## config.mk

```make
export PLATFORM = sky130hd
export DESIGN_NAME = uart_rx_flat
export DESIGN_NICKNAME = d
export VERILOG_FILES = /design/src/rtl/uart_rx_if.sv /design/src/rtl/uart_rx.sv /design/src/flat_wrapper.sv
export SDC_FILE = /design/constraint.sdc
export NUM_CORES = 1
export LEC_CHECK = 0
export ABC_CLOCK_PERIOD_IN_PS = 2600
export CAP_MARGIN = 20
export CORE_MARGIN = 4
export CORE_UTILIZATION = 52
export CTS_CLUSTER_SIZE = 25
export DETAILED_ROUTE_END_ITERATION = 12
export GPL_ROUTABILITY_DRIVEN = 0
export PLACE_DENSITY = 0.75
export SYNTH_ARGS = -nofsm -noshare
export SYNTH_HDL_FRONTEND = slang
export SYNTH_SLANG_ARGS = --single-unit
```

## constraint.sdc

```tcl
create_clock -name clk -period 2.6 [get_ports clk]
set_clock_uncertainty 0.2 [all_clocks]
set_input_delay 0.65 -clock clk [delete_from_list [all_inputs] [get_ports clk]]
set_output_delay 0.65 -clock clk [all_outputs]
set_load 0.005 [all_outputs]
```

## src/rtl/uart_rx_if.sv

```systemverilog
// Serial receive bus: the line in, received word plus status pulses out.
interface uart_rx_if #(
  parameter int DATA_WIDTH = 8
);
  logic                  uartBus;
  logic [DATA_WIDTH-1:0] dataOut;
  logic                  dataValid;
  logic                  frameErr;
  logic                  busy;

  modport master (output uartBus, input dataOut, dataValid, frameErr, busy);
  modport slave  (input uartBus, output dataOut, dataValid, frameErr, busy);
endinterface

```

## src/rtl/uart_rx.sv

```systemverilog
// UART receiver: 8N1-style framing, centre sampling, one stop bit, break-safe recovery.
module uart_rx #(
  parameter int DATA_WIDTH     = 8,
  parameter int CLOCKS_PER_BIT = 10417
) (
  input  logic     clk,
  input  logic     rst,
  uart_rx_if.slave bus
);
  localparam int CNT_W = $clog2(CLOCKS_PER_BIT);
  localparam int IDX_W = $clog2(DATA_WIDTH) + 1;
  localparam logic [CNT_W-1:0] CNT_LAST = CNT_W'(CLOCKS_PER_BIT - 1);
  localparam logic [CNT_W-1:0] CNT_HALF = CNT_W'(CLOCKS_PER_BIT / 2 - 1);
  localparam logic [CNT_W-1:0] CNT_ONE  = CNT_W'(1);
  localparam logic [IDX_W-1:0] IDX_LAST = IDX_W'(DATA_WIDTH - 1);
  localparam logic [IDX_W-1:0] IDX_ONE  = IDX_W'(1);

  typedef enum logic [2:0] {IDLE, START, DATA, STOP, RECOVER} state_e;

  state_e                state_q;
  logic [1:0]            sync_q;
  logic [CNT_W-1:0]      cnt_q;
  logic [IDX_W-1:0]      idx_q;
  logic [DATA_WIDTH-1:0] shift_q;
  logic [DATA_WIDTH-1:0] dout_q;
  logic                  valid_q;
  logic                  ferr_q;
  logic                  line;

  assign line = sync_q[1];

  always_ff @(posedge clk) begin
    if (rst) begin
      state_q <= IDLE;
      sync_q  <= 2'b11;
      cnt_q   <= '0;
      idx_q   <= '0;
      shift_q <= '0;
      dout_q  <= '0;
      valid_q <= 1'b0;
      ferr_q  <= 1'b0;
    end else begin
      sync_q  <= {sync_q[0], bus.uartBus};
      valid_q <= 1'b0;
      ferr_q  <= 1'b0;
      case (state_q)
        IDLE: if (!line) begin
          cnt_q   <= '0;
          state_q <= START;
        end
        // Half-bit check rejects short glitches before committing to a frame.
        START: if (cnt_q == CNT_HALF) begin
          cnt_q   <= '0;
          idx_q   <= '0;
          state_q <= line ? IDLE : DATA;
        end else begin
          cnt_q <= cnt_q + CNT_ONE;
        end
        DATA: if (cnt_q == CNT_LAST) begin
          shift_q[idx_q[IDX_W-2:0]] <= line;
          idx_q <= idx_q + IDX_ONE;
          cnt_q <= '0;
          if (idx_q == IDX_LAST) state_q <= STOP;
        end else begin
          cnt_q <= cnt_q + CNT_ONE;
        end
        STOP: if (cnt_q == CNT_LAST) begin
          cnt_q <= '0;
          if (line) begin
            dout_q  <= shift_q;
            valid_q <= 1'b1;
            state_q <= IDLE;
          end else begin
            ferr_q  <= 1'b1;
            state_q <= RECOVER;
          end
        end else begin
          cnt_q <= cnt_q + CNT_ONE;
        end
        // A held-low break parks here instead of re-triggering START.
        RECOVER: if (line) state_q <= IDLE;
        default: state_q <= IDLE;
      endcase
    end
  end

  assign bus.dataOut   = dout_q;
  assign bus.dataValid = valid_q;
  assign bus.frameErr  = ferr_q;
  assign bus.busy      = (state_q != IDLE);
endmodule

```

## src/flat_wrapper.sv

```systemverilog
// flat-port wrapper written by rule: the top's interface ports become plain ports
module uart_rx_flat 
#(
  parameter int DATA_WIDTH     = 8,
  parameter int CLOCKS_PER_BIT = 10417
)
  (clk, rst, bus_uartBus, bus_dataOut, bus_dataValid, bus_frameErr, bus_busy);
  uart_rx_if #(.DATA_WIDTH(DATA_WIDTH)) bus_i ();
  input  logic clk;
  input  logic rst;
  input wire logic [$bits(bus_i.uartBus)-1:0] bus_uartBus;
  output wire logic [$bits(bus_i.dataOut)-1:0] bus_dataOut;
  output wire logic [$bits(bus_i.dataValid)-1:0] bus_dataValid;
  output wire logic [$bits(bus_i.frameErr)-1:0] bus_frameErr;
  output wire logic [$bits(bus_i.busy)-1:0] bus_busy;
  assign bus_i.uartBus = bus_uartBus;
  assign bus_dataOut = bus_i.dataOut;
  assign bus_dataValid = bus_i.dataValid;
  assign bus_frameErr = bus_i.frameErr;
  assign bus_busy = bus_i.busy;
  uart_rx #(.DATA_WIDTH(DATA_WIDTH), .CLOCKS_PER_BIT(CLOCKS_PER_BIT)) u_core (.clk(clk), .rst(rst), .bus(bus_i));
endmodule
```

==> metrics.md <==
| Metric | Value |
|---|---|
| Status | `finished clean` |
| DIE HEIGHT | `70.1 um` |
| Max Cap Violations | `0` |
| DRC | `0` |
| Row cnt | `22` |
| Register area | `821 sq um` |
| Wire per inst | `13.4 um` |
| Clock Path Buffers | `2` |
| Routed via count | `1810` |
| Setup tns final | `0 ns` |
| #FFs+latches synth | `41` |
| Worst Tran Pin Value | `0.662 ns` |
| Period utilization | `98.6%` |
| Final Hold Fails | `0` |
| Worst hold path type | `reg -> reg` |
| Arrival @ worst endpoint | `2.54 ns` |
| Nets | `278` |
| Core Region | `0.00369 sq mm` |
| Global Route Usage Sum | `18.7%` |
| Layout cells sized above 1 | `16.5%` |
| DRT Wirelength | `4310 um` |
| PortBufs | `13` |
| Max VDD drop | `0.324 mV` |
| Worst path bufs/invs | `3` |
| Vias in the first global route | `1661` |
| Clock latency on the worst-skew pair | `0.29 ns` |
| Min cycle time layout | `2.56 ns` |
| Num CTS Buffers | `5` |
| H-tree level count | `2` |
| Max-slew violation count | `0` |
| Placed Area | `0.00233 sq mm` |
| Synthesized area | `0.00201 sq mm` |
| Global-route wire length before repair | `7540 um` |
| Pre-antenna DRT Iters | `4` |
| Largest stage delay, worst path | `0.46 ns` |
| Die footprint | `0.00492 sq mm` |
| Crit path max-delay family | `simple AND/OR/NAND/NOR gates` |
| Largest area contributor in the netlist | `dfxtp_1` |
| Post-synth ARST share | `0%` |
| Post-synth EDFFs | `0` |
| Ranking of synthesized cells by area | `dfxtp_1, mux2i_1, nor2_1` |
| CTS tree | `yes` |
| Critical path fanouts, max | `14` |
| IO Count | `14` |
| RSZ-0062 raised after global routing | `true` |
| Area of the multi-input gates | `0.00111 sq mm` |
| Antenna violations before repair | `0` |
| Critical path endpoint category | `flop` |
| Core Util, Final | `66.0%` |
| Register area share after synthesis | `40.9%` |
| Root Driver | `clkbuf_8` |
| Fill count | `328` |
| Slowest CP cell | `or4bb_1` |
| Clk slew on worst S/H paths | `0.08 ns` |
| Critical path data required time | `2.58 ns` |
| Max Freq | `390 MHz` |
| Crit-path cells | `inv_2, ha_1, or4bb_1, or4_4, buf_8, nor4_2, buf_4, nor2_1, a211o_1` |
| Ys flop type | `dfxtp_1` |
| Synthesized net count | `245` |
| Syn Inst Count | `239` |
| Final HPWL DP | `3050 um` |
| Die X | `70.1 um` |
| Post-DRT Antenna Nets | `0` |
| Mapped Avg Cell Area | `8.40 sq um` |
| Lkg Pwr | `0.884 nW` |
| Final setup violation count | `0` |
| PD cells | `449 mW/mm^2` |
| Clock Sinks | `41` |
| # diodes | `0` |
| Worst setup path category | `reg -> reg` |
| Iter 0 DRT Violations | `132` |
| Final instance area | `0.00244 sq mm` |
| Worst setup SP type | `flop` |
| Post-synth top area share | `40.9%` |
| Synth unique cells | `44` |
| Pre-CTS WS | `0.0354 ns` |
| GRT Residual Overflow | `0` |
| Starting Density | `54.4%` |
| Slew margin rel. | `55.9%` |
| Largest net degree at the start of global routing | `18` |
| Area growth syn-to-layout | `21.4%` |
| Yosys warning total | `0` |
| Vias per std cell | `5.64` |
| Setup ws final | `0.0365 ns` |
-- Yosys cell counts (2+ instances only) --
library cell,count
a211o_1,2
a21bo_2,3
a21oi_1,18
a31oi_1,4
and3_1,2
clkbuf_1,10
dfxtp_1,41
ha_1,3
inv_1,8
mux2i_1,15
nand2_1,22
nand2b_1,5
nand3_1,16
nand3b_1,2
nor2_1,28
nor2b_1,4
nor3_1,4
nor4_1,7
o211ai_1,2
o21ai_0,5
o2bb2ai_1,2
or2_2,2
or3_1,10
or3b_2,2
or4_1,2
or4b_1,2
-- kinds of logic (layout without fill, tap and decap cells) --
kind of cell	Yosys count	after routing	share of synthesized area, %
AO/OA/AOI/OAI	43	43	14.0
adder cells (fa/ha/maj)	3	3	1.87
buffers and inverters	21	55	4.36
flip-flops	41	41	40.9
multiplexers	15	15	7.48
AND/OR/NAND/NOR	116	116	31.4
-- placed cells by master (no fill, tap or decap), types with 2 or more instances in the layout --
cell	count
or4b_1	2
nand2_1	22
or3_1	10
dfxtp_1	41
or2_2	2
or3b_2	2
nor4_1	6
o21ai_0	5
o2bb2ai_1	2
inv_1	7
clkbuf_1	2
a21bo_2	3
clkbuf_8	5
buf_4	25
ha_1	3
nor2_1	28
nor3_1	4
nand3_1	16
and3_1	2
a21oi_1	18
nand3b_1	2
o211ai_1	2
nand2b_1	5
a211o_1	2
nor2b_1	4
clkdlybuf4s50_1	13
mux2i_1	15
a31oi_1	4
-- layout make-up --
cell class              instances  share of cell area [%]
flip-flops and latches         41                    33.7
repair buffers                 39                    13.7
inverters                       8                    1.23
clock buffers                   7                    3.13
multi-input cells             177                    45.5
well taps                      48                    2.47
clock inverters                 1                   0.308
-- worst paths after layout --
kind | startpoint | to | slack, ns | cells after the start
worst max-delay path | u_core.cnt_q[0] | u_core.idx_q[3] | 0.04 | 9
worst min register to register | u_core.sync_q[0] | u_core.sync_q[1] | 0.21 | 1
worst min-delay path | u_core.sync_q[0] | u_core.sync_q[1] | 0.21 | 1
worst max register to register | u_core.cnt_q[0] | u_core.idx_q[3] | 0.04 | 9
-- through the flow --
stage | cells | power [W] | hold WS [ns]
3_5_place_dp | 313 | 0.000701 | 0.197
5_1_grt | 321 | 0.00114 | 0.246
2_1_floorplan | 239 | 0.000679 | 0.189
6_report | 321 | 0.00109 | 0.214
4_1_cts | 321 | 0.00110 | 0.215
3_3_place_gp | 313 | 0.000700 | 0.193
-- power by group --
part / internal, W / total, W / switching, W / leakage, nW
combinational: 0.0000217 / 0.0000538 / 0.0000320 / 0.515
clock: 0.000190 / 0.000408 / 0.000218 / 0.0385
sequential: 0.000630 / 0.000633 / 0.00000242 / 0.331
total: 0.000842 / 0.00109 / 0.000252 / 0.884
-- registers in the layout (all words and copies together) (netlist names) --
register / flops
u_core.idx_q: 4
u_core.bus.frameErr: 1
u_core.bus.dataOut: 8
u_core.sync_q: 2
u_core.shift_q: 8
u_core.cnt_q: 14
u_core.state_q: 3
u_core.bus.dataValid: 1
-- what timing repair did --
item                       CTS  global route
setup endpoints to repair    0            21
gates resized for setup      0             4
buffers inserted             0             0
hold buffers                 0             0
-- per-layer routing --
metal / GRT usage (%) / share of wire [%] / vias to the layer above
met5: 0 / 0 / -
met1: 25.0 / 46 / 856
li1: - / - / 911
met4: 5.11 / 1.5 / 0
met3: 4.75 / 4.7 / 7
met2: 29.7 / 47 / 36
Note: power is estimated with default switching activity, not from simulation.
